## config.mk

```make
export PLATFORM = sky130hd
export DESIGN_NAME = pipeline_hazard_ctrl
export DESIGN_NICKNAME = d
export VERILOG_FILES = /design/src/rtl/pipe_ctrl_pkg.sv /design/src/rtl/forwarding_unit.sv /design/src/rtl/pipeline_hazard_ctrl.sv
export SDC_FILE = /design/constraint.sdc
export NUM_CORES = 1
export LEC_CHECK = 0
export ABC_CLOCK_PERIOD_IN_PS = 2900
export CELL_PAD_IN_SITES_DETAIL_PLACEMENT = 0
export CELL_PAD_IN_SITES_GLOBAL_PLACEMENT = 1
export CORE_MARGIN = 3
export CORE_UTILIZATION = 26
export DETAILED_ROUTE_END_ITERATION = 6
export GPL_TIMING_DRIVEN = 0
export PLACE_DENSITY_LB_ADDON = 0.1
export SLEW_MARGIN = 40
export SYNTH_ARGS = -nofsm -noshare
export SYNTH_HDL_FRONTEND = slang
export SYNTH_SLANG_ARGS = --single-unit
```

## constraint.sdc

```tcl
create_clock -name clk -period 2.9 [get_ports clk]
set_input_delay 0.58 -clock clk [delete_from_list [all_inputs] [get_ports clk]]
set_output_delay 0.58 -clock clk [all_outputs]
set_load 0.01 [all_outputs]
```

## src/rtl/pipe_ctrl_pkg.sv

```systemverilog
// Shared types and constants for the execute-stage hazard controller.
// Forwarding select encodings and the hard-wired zero register index.
package pipe_ctrl_pkg;

    typedef enum logic [1:0] {
        FILL  = 2'd0,
        RUN   = 2'd1,
        FLUSH = 2'd2
    } hz_state_t;

    typedef logic [1:0] fwd_sel_t;

    localparam fwd_sel_t   FWD_REG = 2'b00;
    localparam fwd_sel_t   FWD_WB  = 2'b01;
    localparam fwd_sel_t   FWD_MEM = 2'b10;
    localparam logic [4:0] XZR     = 5'd31;

    function automatic logic writes_reg(input logic reg_write, input logic [4:0] rd,
                                        input logic [4:0] src);
        return reg_write && (rd != XZR) && (rd == src);
    endfunction

endpackage

```

## src/rtl/forwarding_unit.sv

```systemverilog
// Per-operand forwarding select for the execute stage.
// The younger EX/MEM result takes precedence over MEM/WB; X31 is never forwarded.
module forwarding_unit
    import pipe_ctrl_pkg::*;
(
    input  logic [4:0] src,
    input  logic [4:0] mem_rd,
    input  logic       mem_reg_write,
    input  logic [4:0] wb_rd,
    input  logic       wb_reg_write,
    output fwd_sel_t   sel
);

    always_comb begin
        sel = FWD_REG;
        if (writes_reg(mem_reg_write, mem_rd, src)) begin
            sel = FWD_MEM;
        end else if (writes_reg(wb_reg_write, wb_rd, src)) begin
            sel = FWD_WB;
        end
    end

endmodule

```

## src/rtl/pipeline_hazard_ctrl.sv

```systemverilog
// Hazard controller beside decode/execute: fill phase, load-use and flag-use stalls,
// taken-branch flushes, forwarding selects and saturating stall/flush event counters.
//
// state | meaning
// FILL  | post-reset drain, ID/EX bubbled for FILL_CYCLES cycles, hazards ignored
// RUN   | normal operation, stall/flush detection active
// FLUSH | one cycle after a taken branch, ID holds a bubble so detection is off
module pipeline_hazard_ctrl
    import pipe_ctrl_pkg::*;
#(
    parameter int FILL_CYCLES = 4,
    parameter int CNT_W       = 32
) (
    input  logic             clk,
    input  logic             reset,
    input  logic [4:0]       id_rs1,
    input  logic [4:0]       id_rs2,
    input  logic             id_uses_flags,
    input  logic [4:0]       ex_rs1,
    input  logic [4:0]       ex_rs2,
    input  logic [4:0]       ex_rd,
    input  logic             ex_reg_write,
    input  logic             ex_mem_read,
    input  logic             ex_set_flags,
    input  logic             ex_branch_taken,
    input  logic [4:0]       mem_rd,
    input  logic             mem_reg_write,
    input  logic [4:0]       wb_rd,
    input  logic             wb_reg_write,
    output logic             pc_write,
    output logic             if_id_write,
    output logic             if_id_flush,
    output logic             id_ex_bubble,
    output fwd_sel_t         forwardA,
    output fwd_sel_t         forwardB,
    output logic [CNT_W-1:0] stall_count,
    output logic [CNT_W-1:0] flush_count
);

    localparam int FW = (FILL_CYCLES > 1) ? $clog2(FILL_CYCLES) : 1;
    localparam logic [FW-1:0] FILL_LAST = FW'(FILL_CYCLES - 1);

    hz_state_t      state, state_nxt;
    logic [FW-1:0]  fill_cnt;
    logic           load_use, flag_use, stall, flush;

    forwarding_unit u_fwd_a (
        .src          (ex_rs1),
        .mem_rd       (mem_rd),
        .mem_reg_write(mem_reg_write),
        .wb_rd        (wb_rd),
        .wb_reg_write (wb_reg_write),
        .sel          (forwardA)
    );

    forwarding_unit u_fwd_b (
        .src          (ex_rs2),
        .mem_rd       (mem_rd),
        .mem_reg_write(mem_reg_write),
        .wb_rd        (wb_rd),
        .wb_reg_write (wb_reg_write),
        .sel          (forwardB)
    );

    assign load_use = ex_mem_read && ex_reg_write && (ex_rd != XZR) &&
                      ((ex_rd == id_rs1) || (ex_rd == id_rs2));
    assign flag_use = id_uses_flags && ex_set_flags;

    always_comb begin
        state_nxt    = state;
        pc_write     = 1'b1;
        if_id_write  = 1'b1;
        if_id_flush  = 1'b0;
        id_ex_bubble = 1'b0;
        stall        = 1'b0;
        flush        = 1'b0;
        if (reset) begin
            // Reset cycle looks like fill so nothing stale enters execute.
            id_ex_bubble = 1'b1;
            state_nxt    = FILL;
        end else begin
            unique case (state)
                FILL: begin
                    id_ex_bubble = 1'b1;
                    if (fill_cnt == FILL_LAST) state_nxt = RUN;
                end
                RUN: begin
                    if (ex_branch_taken) begin
                        if_id_flush  = 1'b1;
                        id_ex_bubble = 1'b1;
                        flush        = 1'b1;
                        state_nxt    = FLUSH;
                    end else if (load_use || flag_use) begin
                        pc_write     = 1'b0;
                        if_id_write  = 1'b0;
                        id_ex_bubble = 1'b1;
                        stall        = 1'b1;
                    end
                end
                FLUSH: state_nxt = RUN;
                default: state_nxt = FILL;
            endcase
        end
    end

    always_ff @(posedge clk) begin
        if (reset) begin
            state       <= FILL;
            fill_cnt    <= '0;
            stall_count <= '0;
            flush_count <= '0;
        end else begin
            state <= state_nxt;
            if (state == FILL) fill_cnt <= fill_cnt + FW'(1);
            if (stall && (stall_count != '1)) stall_count <= stall_count + CNT_W'(1);
            if (flush && (flush_count != '1)) flush_count <= flush_count + CNT_W'(1);
        end
    end

endmodule
```

==> implementation parameters <==
Parameter                              Value

Clock tree
  Total number of clock tree sinks    68
  H-tree Lvls    3
  TritonCTS clock tree    yes
  Maximum clock path buffer count    2
  Clock latency at the later pin of the worst-skew pair    330 ps
  Number of CTS-inserted buffers    9
  Post-CTS Hold Fix Bufs    0
  CTS root buffer    clkbuf_16
  Clock transition at the registers of the reported paths    50 ps

Synthesis
  Number of unique standard cell types used by synthesis    44
  Async SR Flop Fraction    0
  Proportion of netlist area held by the largest area contributor    0.366
  Area of the mapped netlist    3710 um^2
  Main area contributors after synthesis    dfxtp_1, xor2_1, nand3_1
  Avg Cell Area, Syn    8.29 um^2
  Flip-flop and latch count after synthesis    68
  Number of synthesized flops with an enable pin    0
  Cell count after synthesis    448
  Library cell occupying the most area in the post-synthesis netlist    dfxtp_1
  Primary FF master, synth    dfxtp_1
  Net count after synthesis    495
  Warnings, synthesis    0
  Part of the Yosys area used for sequential elements    0.366

Pwr
  Design Power    2.22 mW
  Power per Cell Area    410 nW/um^2
  Leakage power figure    1.83 nW
  Max IR drop VDD    0.251 mV

Routing
  Avg Vias per Cell    4.97
  Total iterations of the first detailed-routing run    4
  Post-detailed-routing wire length    11600 um
  Via count    3770
  Routed wire length per instance    15.3 um
  Routed Antenna Nets    0
  Iter 0 DRT Violations    127
  DRC violations left    0

Global routing
  Number of antenna violations at the first check in global routing    0
  Largest net degree at the start of global routing    13
  Routing usage on met3    0.0308
  Routing usage on met2    0.248
  Layer with the highest usage after global routing    met2
  Number of global-route vias before repair    3632
  Met1 usage in global routing    0.198
  Aggregate global-route resource usage    0.149
  First-pass GRT wire length    19200 um
  Global route total overflow    0

STA
  Final-report max-slew violation count    0
  Minimum clock period after layout    2820 ps
  Fmax    354 MHz
  Number of failing hold endpoints at the final stage    0
  Clock tree skew after final layout    6.83 ps
  Worst slew margin relative to its limit    0.572
  Period Utilization, post-route    0.974
  RSZ-0062 raised after global routing    yes
  Final setup violation count    0
  Min setup slack post-route    75.7 ps
  Slew at the pin with the worst max-slew slack    643 ps
  Setup total negative slack    0 ps

Run status
  Outcome    finished clean

Placed design
  Post-DP HPWL    8590 um
  Post-placement setup slack    -602 ps
  Port-buffer cells    115
  Dpl cell area    5090 um^2
  Final estimated routing congestion in global placement    0.791

Finish
  Filler Cell Count    1415
  Ant diodes    0
  Area growth, synth to finish    45.8%
  Commonest non-fill, non-tap cell in the layout    clkdlybuf4s50_1
  Commonest cells after routing, fill and taps aside    clkdlybuf4s50_1, dfxtp_1, nor2_1, xor2_1, nand3_1
  Cell area after layout    5420 um^2
  Share of the core filled with cells    0.389
  Net count reported at finish    621
  Fraction of final layout cells sized beyond drive strength 1    0.0779

Min path
  Class of the tightest hold or removal check    flip-flop to flip-flop

Die
  Row count    43
  Area of the die    15800 um^2
  Ports    116
  Die boundary height    126 um
  Core region area    13900 um^2
  Die X-Extent    126 um
  Starting density of the core    0.267

Setup path
  Critical Setup Path Class    primary input to output pin
  Critical Path AT    2240 ps
  Crit start category    primary input
  Setup crit end kind    output pin
  Worst EP required    2320 ps
  Crit-path max FO    2

Flow run
  MaxCap Viol Count    0
==> logic make-up (layout without fill, tap and decap cells) <==
logic type	Yosys count	in the layout	share of synthesized area
buf+inv	27	157	0.0323
fa+ha+maj	3	3	0.0101
mux	4	4	0.0121
flops	68	68	0.366
xor+xnor	61	61	0.144
simple gates	215	215	0.322
compound gates	70	70	0.113
==> flip-flops by register name, summed over array words and instances, names as in the netlist <==
register	flops
fill_cnt	2
state	2
flush_count	32
stall_count	32
==> worst paths after layout <==
kind	start	endpoint	slack [ps]	cells past startpoint
worst max-delay path	id_rs1[4]	id_ex_bubble	80	8
worst min-delay path	fill_cnt[1]	fill_cnt[1]	490	2
worst min register to register	fill_cnt[1]	fill_cnt[1]	490	2
worst max register to register	stall_count[0]	stall_count[24]	330	8
==> layout make-up <==
class	instances	area [um^2]	area share
clock inverters	2	10.0	0.00185
multi-input cells	353	2300	0.425
repair buffers	116	1140	0.210
flip-flops and latches	68	1360	0.251
plain buffers	16	81.3	0.0150
clock buffers	13	260	0.0481
inverters	10	37.5	0.00693
well taps	180	225	0.0416
==> cell usage after synthesis, drive strengths merged (2+ instances only) <==
| master | number |
|---|---|
| or3 | 17 |
| and4 | 9 |
| buf | 4 |
| a21o | 4 |
| nand2b | 2 |
| dfxtp | 68 |
| mux2 | 4 |
| o21ai | 19 |
| and4bb | 2 |
| nand3 | 38 |
| a21oi | 31 |
| clkbuf | 13 |
| xnor2 | 21 |
| inv | 10 |
| nor2b | 5 |
| nor2 | 46 |
| or4 | 10 |
| and2 | 2 |
| xor2 | 40 |
| nand2 | 29 |
| nand4 | 27 |
| and3 | 9 |
| nor3 | 3 |
| ha | 3 |
| o31ai | 9 |
| nor4 | 11 |
==> per-layer routing <==
metal / part of all wire / vias to the layer above
met4: 0.0090 / 0
met5: 0 / -
met1: 0.47 / 1813
met3: 0.029 / 7
li1: - / 1875
met2: 0.49 / 75
==> through the flow <==
| stage | instances | hold slack, ps |
|---|---|---|
| after detailed placement | 743 | 486 |
| after CTS | 758 | 495 |
| final | 758 | 489 |
| after global routing | 758 | 530 |
| after floorplan | 448 | 457 |
| after global placement | 743 | 473 |
==> where the power goes <==
part	internal (mW)	leakage [nW]	total, mW	switching [mW]
Combinational	0.123	1.15	0.234	0.111
Clock	0.618	0.135	1.01	0.394
Sequential	0.954	0.548	0.972	0.0178
==> timing repair <==
item	in CTS	in global routing
gates resized for setup	20	12
endpoints found under the setup margin	8	6
buffers inserted	1	0
pin swaps	4	3
==> worst max-delay path, stage by stage <==
cell	delay (ps)
clkdlybuf4s50_1	470
xnor2_1	140
nand3_2	130
o221ai_4	230
and2_4	200
nor3b_1	50
o21bai_1	250
clkbuf_2	190
Note: power is estimated with default switching activity, not from simulation.
